## config.mk

```make
export PLATFORM = sky130hd
export DESIGN_NAME = alu_md_ctl
export DESIGN_NICKNAME = d
export VERILOG_FILES = /design/src/rtl/alu_md_pkg.sv /design/src/rtl/alu_md_seq.sv /design/src/rtl/alu_md_ctl.sv
export SDC_FILE = /design/constraint.sdc
export NUM_CORES = 1
export LEC_CHECK = 0
export BUFFER_PORTS_ARGS = -buffer_cell sky130_fd_sc_hd__buf_2
export CAP_MARGIN = 30
export CORE_AREA = 5 5 54 56
export CTS_CLUSTER_DIAMETER = 60
export DETAILED_ROUTE_END_ITERATION = 10
export DIE_AREA = 0 0 59 61
export PLACE_DENSITY = 0.65
export SYNTH_ARGS = -nofsm -noshare
export SYNTH_HDL_FRONTEND = slang
export SYNTH_SLANG_ARGS = --single-unit
```

## constraint.sdc

```tcl
create_clock -name clk -period 2.25 [get_ports clk]
set_input_delay 0.225 -clock clk [delete_from_list [all_inputs] [get_ports clk]]
set_output_delay 0.225 -clock clk [all_outputs]
set_load 0.01 [all_outputs]
```

## src/rtl/alu_md_pkg.sv

```systemverilog
// alu_md_pkg: shared encodings for the EX-stage ALU control unit.
//   - R-type Funct codes decoded by alu_md_ctl
//   - ALUOperation select codes
//   - shiftCtl / mfSel / md_op encodings
//   - 2-bit IDLE/RUN/DONE state enum for the mult/div sequencer
package alu_md_pkg;

  // R-type Funct codes
  localparam logic [5:0] F_SLL   = 6'd0;
  localparam logic [5:0] F_SRL   = 6'd2;
  localparam logic [5:0] F_SRA   = 6'd3;
  localparam logic [5:0] F_MFHI  = 6'd16;
  localparam logic [5:0] F_MFLO  = 6'd18;
  localparam logic [5:0] F_MULT  = 6'd24;
  localparam logic [5:0] F_MULTU = 6'd25;
  localparam logic [5:0] F_DIV   = 6'd26;
  localparam logic [5:0] F_DIVU  = 6'd27;
  localparam logic [5:0] F_ADD   = 6'd32;
  localparam logic [5:0] F_ADDU  = 6'd33;
  localparam logic [5:0] F_SUB   = 6'd34;
  localparam logic [5:0] F_SUBU  = 6'd35;
  localparam logic [5:0] F_AND   = 6'd36;
  localparam logic [5:0] F_OR    = 6'd37;
  localparam logic [5:0] F_XOR   = 6'd38;
  localparam logic [5:0] F_NOR   = 6'd39;
  localparam logic [5:0] F_SLT   = 6'd42;
  localparam logic [5:0] F_SLTU  = 6'd43;

  // Main-decoder classes
  localparam logic [1:0] AOP_ADD = 2'b00;
  localparam logic [1:0] AOP_SUB = 2'b01;
  localparam logic [1:0] AOP_R   = 2'b10;
  localparam logic [1:0] AOP_OR  = 2'b11;

  // ALUOperation select codes
  localparam logic [3:0] ALU_AND  = 4'b0000;
  localparam logic [3:0] ALU_OR   = 4'b0001;
  localparam logic [3:0] ALU_ADD  = 4'b0010;
  localparam logic [3:0] ALU_XOR  = 4'b0011;
  localparam logic [3:0] ALU_SUB  = 4'b0110;
  localparam logic [3:0] ALU_SLT  = 4'b0111;
  localparam logic [3:0] ALU_NOR  = 4'b1100;
  localparam logic [3:0] ALU_SLTU = 4'b1111;

  // shiftCtl
  localparam logic [1:0] SH_NONE = 2'b00;
  localparam logic [1:0] SH_SLL  = 2'b01;
  localparam logic [1:0] SH_SRL  = 2'b10;
  localparam logic [1:0] SH_SRA  = 2'b11;

  // mfSel
  localparam logic [1:0] MF_ALU = 2'b00;
  localparam logic [1:0] MF_HI  = 2'b01;
  localparam logic [1:0] MF_LO  = 2'b10;

  // md_op (equals Funct[1:0] of the mult-class op)
  localparam logic [1:0] MD_MULT  = 2'b00;
  localparam logic [1:0] MD_MULTU = 2'b01;
  localparam logic [1:0] MD_DIV   = 2'b10;
  localparam logic [1:0] MD_DIVU  = 2'b11;

  typedef enum logic [1:0] {
    ST_IDLE = 2'b00,
    ST_RUN  = 2'b01,
    ST_DONE = 2'b10
  } md_state_e;

endpackage

```

## src/rtl/alu_md_seq.sv

```systemverilog
// alu_md_seq: IDLE/RUN/DONE sequencer for the multi-cycle mult/div unit.
//   clk, rst_n  : clock, async active-low reset
//   start_req   : accepted start (only honoured in IDLE)
//   md_count    : iteration index, 0..MD_CYCLES-1 while in RUN, 0 otherwise
//   hilo_we     : high for the single DONE cycle
//   busy        : state is RUN or DONE
// Parameters: MD_CYCLES (2..64), CNT_W with 2**CNT_W > MD_CYCLES.
module alu_md_seq
  import alu_md_pkg::*;
#(
  parameter int MD_CYCLES = 32,
  parameter int CNT_W     = 7
) (
  input  logic             clk,
  input  logic             rst_n,
  input  logic             start_req,
  output logic [CNT_W-1:0] md_count,
  output logic             hilo_we,
  output logic             busy
);

  localparam logic [CNT_W-1:0] LAST = CNT_W'(MD_CYCLES - 1);
  localparam logic [CNT_W-1:0] ONE  = CNT_W'(1);

  md_state_e        state_q, state_d;
  logic [CNT_W-1:0] cnt_q, cnt_d;

  // State register
  always_ff @(posedge clk or negedge rst_n) begin
    if (!rst_n) begin
      state_q <= ST_IDLE;
      cnt_q   <= '0;
    end else begin
      state_q <= state_d;
      cnt_q   <= cnt_d;
    end
  end

  // Next state
  always_comb begin
    state_d = state_q;
    cnt_d   = cnt_q;
    case (state_q)
      ST_IDLE: if (start_req) begin
        state_d = ST_RUN;
        cnt_d   = '0;
      end
      ST_RUN: if (cnt_q == LAST) begin
        state_d = ST_DONE;
        cnt_d   = '0;   // counter reads 0 outside RUN
      end else begin
        cnt_d   = cnt_q + ONE;
      end
      ST_DONE: state_d = ST_IDLE;
      default: begin
        state_d = ST_IDLE;
        cnt_d   = '0;
      end
    endcase
  end

  // Outputs
  always_comb begin
    md_count = cnt_q;
    hilo_we  = (state_q == ST_DONE);
    busy     = (state_q != ST_IDLE);
  end

endmodule

```

## src/rtl/alu_md_ctl.sv

```systemverilog
// alu_md_ctl: EX-stage ALU control. Decodes ALUOp/Funct into ALU, shifter
// and HI/LO-read selects and sequences the multi-cycle mult/div unit.
//   clk, rst_n     : clock, async active-low reset
//   issue          : valid instruction in EX
//   ALUOp, Funct   : main-decoder class and R-type function field
//   ALUOperation   : ALU select (combinational)
//   shiftCtl,mfSel : shifter op / result source (combinational)
//   md_start       : combinational start pulse, md_op latched on it
//   md_count       : iteration index, hilo_we : one-cycle HI/LO write
//   stall          : HI/LO consumer or mult-class op while unit busy
//   illegal_funct  : issued R-type with undecoded Funct
// Build option: define ALU_MD_DIV_EN to let div/divu (26/27) start the
// sequence; otherwise they are reported as illegal.
module alu_md_ctl
  import alu_md_pkg::*;
#(
  parameter int MD_CYCLES = 32,
  parameter int CNT_W     = 7
) (
  input  logic             clk,
  input  logic             rst_n,
  input  logic             issue,
  input  logic [1:0]       ALUOp,
  input  logic [5:0]       Funct,
  output logic [3:0]       ALUOperation,
  output logic [1:0]       shiftCtl,
  output logic [1:0]       mfSel,
  output logic             md_start,
  output logic [1:0]       md_op,
  output logic [CNT_W-1:0] md_count,
  output logic             hilo_we,
  output logic             stall,
  output logic             illegal_funct
);

  logic       is_r, known, can_start, md_user, busy;
  logic [1:0] md_op_q, md_op_d;

  // Funct/ALUOp decode
  always_comb begin
    is_r         = (ALUOp == AOP_R);
    ALUOperation = ALU_AND;
    shiftCtl     = SH_NONE;
    mfSel        = MF_ALU;
    known        = 1'b1;
    can_start    = 1'b0;
    case (ALUOp)
      AOP_ADD: ALUOperation = ALU_ADD;
      AOP_SUB: ALUOperation = ALU_SUB;
      AOP_OR:  ALUOperation = ALU_OR;
      default: begin
        case (Funct)
          F_ADD, F_ADDU: ALUOperation = ALU_ADD;
          F_SUB, F_SUBU: ALUOperation = ALU_SUB;
          F_AND:         ALUOperation = ALU_AND;
          F_OR:          ALUOperation = ALU_OR;
          F_XOR:         ALUOperation = ALU_XOR;
          F_NOR:         ALUOperation = ALU_NOR;
          F_SLT:         ALUOperation = ALU_SLT;
          F_SLTU:        ALUOperation = ALU_SLTU;
          F_SLL:         shiftCtl     = SH_SLL;
          F_SRL:         shiftCtl     = SH_SRL;
          F_SRA:         shiftCtl     = SH_SRA;
          F_MFHI:        mfSel        = MF_HI;
          F_MFLO:        mfSel        = MF_LO;
          F_MULT, F_MULTU: can_start  = 1'b1;
`ifdef ALU_MD_DIV_EN
          F_DIV, F_DIVU:   can_start  = 1'b1;
`endif
          default:       known        = 1'b0;
        endcase
      end
    endcase
  end

  // Any op that reads HI/LO or occupies the unit; div codes count here
  // even when division is compiled out.
  always_comb begin
    md_user = is_r && (Funct == F_MFHI || Funct == F_MFLO ||
                       (Funct >= F_MULT && Funct <= F_DIVU));
  end

  // A stalled mult-class op starts on the first IDLE cycle while issue
  // is still held, since busy is the only gate.
  always_comb begin
    md_start      = issue && is_r && can_start && !busy;
    stall         = issue && md_user && busy;
    illegal_funct = issue && is_r && !known;
    md_op_d       = md_start ? Funct[1:0] : md_op_q;
    md_op         = md_op_q;
  end

  always_ff @(posedge clk or negedge rst_n) begin
    if (!rst_n) md_op_q <= MD_MULT;
    else        md_op_q <= md_op_d;
  end

  alu_md_seq #(
    .MD_CYCLES (MD_CYCLES),
    .CNT_W     (CNT_W)
  ) u_seq (
    .clk       (clk),
    .rst_n     (rst_n),
    .start_req (md_start),
    .md_count  (md_count),
    .hilo_we   (hilo_we),
    .busy      (busy)
  );

endmodule

```

==> impl_metrics.json <==
{
  "report.final.slew_viol_count": 0,
  "p_int_uw": 495,
  "layout.nets": 145,
  "die_w_um": 59,
  "n_antenna_cell": 0,
  "area_growth_syn_to_layout_pct": 25.2,
  "dp_hpwl_mm": 1.69,
  "dp_slack_ps": 360,
  "io_buffers": 31,
  "fmax_mhz": 515,
  "layout-drive-gt1-share_pct": 29.5,
  "required_ps": 2030,
  "wl_mm": 2.20,
  "p_leak_nw": 0.517,
  "finish.instance_area_um2": 1010,
  "dieArea_um2": 3600,
  "grt_pass1_wl_mm": 3.65,
  "cap_violations": 0,
  "vias": 893,
  "track_usage_pct": 13.3,
  "ys_ff_latch": 11,
  "reg2reg_depth": 3,
  "p_comb_share_pct": 42.2,
  "synth_edf_count": 0,
  "path_class": "register to primary output",
  "cts_max_level": 1,
  "timing.rr.start": "u_seq.state_q[0]",
  "synth.most_common_cell": "nand2_1",
  "start_kind": "register",
  "cts_buffers": 3,
  "crit_chain": "or2_2 > or4_4 > inv_1 > buf_2",
  "power.share.sequential_pct": 41.7,
  "viasPerCell": 5.51,
  "syn_area_per_cell_um2": 7.98,
  "path_max_fanout": 5,
  "cp.arrival_ps": 1720,
  "ant_nets": 0,
  "seqCellArea_um2": 275,
  "grt_max_degree": 14,
  "fin_crit_ps": 1940,
  "place_congestion": 0.862,
  "synth_ff_type": "dfrtp_1",
  "final_hold_viol_count": 0,
  "p_sw_share_pct": 43.0,
  "grt_setup_unrepaired": "no",
  "clock-sinks": 11,
  "fin_crit_sh_pct": 86.3,
  "drt_pass1_iterations": 4,
  "synth_common_cells": "nand2_1 (13), dfrtp_1 (11), nor2_1 (11)",
  "instances_no_fill": 162,
  "max-vdd-ir-drop_uv": 519,
  "yosysSeqAreaShare_pct": 34.2,
  "cts_tree": "yes",
  "netlist_area_um2": 806,
  "ys_warn_count": 0,
  "routedWlPerCell_um": 13.6,
  "start_util_pct": 33.8,
  "worst_pin_slew_ps": 642,
  "setup_tns_ps": 0,
  "dieHeight_um": 61,
  "drtIter0Drc": 11,
  "dp.cells": 157,
  "path_clk_slew_ps": 70,
  "insertion_delay_ps": 270,
  "synth_area_leaders": "dfrtp_1 (34%), o21ai_0 (6.2%), nand2_1 (6.1%)",
  "fin_ws_ps": 309,
  "cts-root-buf": "clkbuf_4",
  "ff2ff_setup_slack_ps": 570,
  "cts_max_path_buffers": 2,
  "drc": 0,
  "yosysUniqueCellTypes": 36,
  "multi_input_comb_area_um2": 489,
  "grt-ovfl-total": 0,
  "skew_ps": 3.19,
  "p_clk_share_pct": 16.1,
  "antenna_found_initial": 0,
  "relSlewSlack_pct": 56.6,
  "power_uw": 868,
  "p_sw_uw": 374,
  "hold_path.class": "primary input to asynchronous set/reset pin",
  "first_global_vias": 820,
  "whs_ps": 343,
  "critPathCaptureType": "primary output",
  "power_density_nw_per_um2": 861,
  "rows": 18,
  "cpMaxStageDelayCell": "or4_4",
  "num_io_pins": 32,
  "synth_cells": 101,
  "post_dp_cell_area_um2": 972,
  "r2r_end": "md_op[0]",
  "syn_nets": 113,
  "cp-startpoint": "u_seq.state_q[0]",
  "max_stage_delay_ps": 520,
  "setup_viol": 0,
  "async_reset_ff_share_pct": 100,
  "utilization_pct": 42.2,
  "status": "finished, final reports clean",
  "fill_cells": 273,
  "synth_top_area_share_pct": 34.2,
  "core_area_um2": 2390,
  "crit_end": "md_start",
  "yosysTopAreaCell": "dfrtp_1"
}
==> cells by family (layout without fill, tap and decap cells) <==
group           after synthesis  count (layout)  share of synthesized area (%)
fa+ha+maj                     1               1                           1.55
mux                           2               2                           3.11
simple gates                 52              52                           35.1
flops                        11              11                           34.2
compound gates               23              23                           17.7
buf+inv                       9              40                           5.12
xor+xnor                      3               3                           3.26
==> worst min-delay path by stage <==
stage                             end  slack, ps  cells past startpoint
finish              u_seq.md_count[2]        340                      2
global route                 md_op[0]        350                      2
CTS                 u_seq.md_count[2]        340                      2
detailed placement  u_seq.md_count[2]        110                      1
global placement    u_seq.md_count[2]        110                      1
floorplan                    md_op[0]        -70                      0
==> placed cells by master, fill, tap and decap left out, drive strengths merged, types with 2 or more instances in the layout <==
master and count:
buf 31, a21oi 4, or3 2, o21ai 10
nor2b 3, nor2 11, nand3 5, and2 2
inv 4, nor4 3, and3 4, clkbuf 4
nand2 14, nand2b 2, xor2 2, dfrtp 11
==> layer usage <==
metal  part of all wire, %  routed length (um)  track usage, %  vias to the layer above
met1                    45                 983            16.6                      428
met2                    43                 953            20.7                       38
met5                     0                   0               0                        -
met3                   9.4                 207            3.19                        6
met4                   2.5                  54            8.41                        0
li1                      -                   -               -                      421
==> critical path, delay by kind of cell (launching register included) <==
family	cells	cell delay (ps)
simple gates	2	840
flops	1	420
buf+inv	2	180
==> power groups by stage <==
stage	sequential (mW)	clock (mW)	combinational, mW
floorplan	0.370	0	0.219
global placement	0.361	0	0.362
detailed placement	0.364	0	0.368
CTS	0.362	0.146	0.372
global route	0.376	0.158	0.417
finish	0.362	0.139	0.367
==> flip-flops by register name (all words and copies together) (netlist names) <==
register / cells
u_seq.md_count: 7
md_op: 2
u_seq.state_q: 2
==> layout make-up <==
| cell class | instances | share of cell area (%) |
|---|---|---|
| clock buffer | 4 | 2.61 |
| inverter | 4 | 1.49 |
| multi-input combinational | 81 | 48.5 |
| sequential | 11 | 27.3 |
| tap | 30 | 3.72 |
| timing repair buffer | 32 | 16.4 |
==> timing repair <==
action	4_1_cts	5_1_grt
hold buffers	1	0
setup buffers	0	0
hold endpoints to repair	11	0
gates resized for setup	0	0
Note: power is estimated with default switching activity, not from simulation.
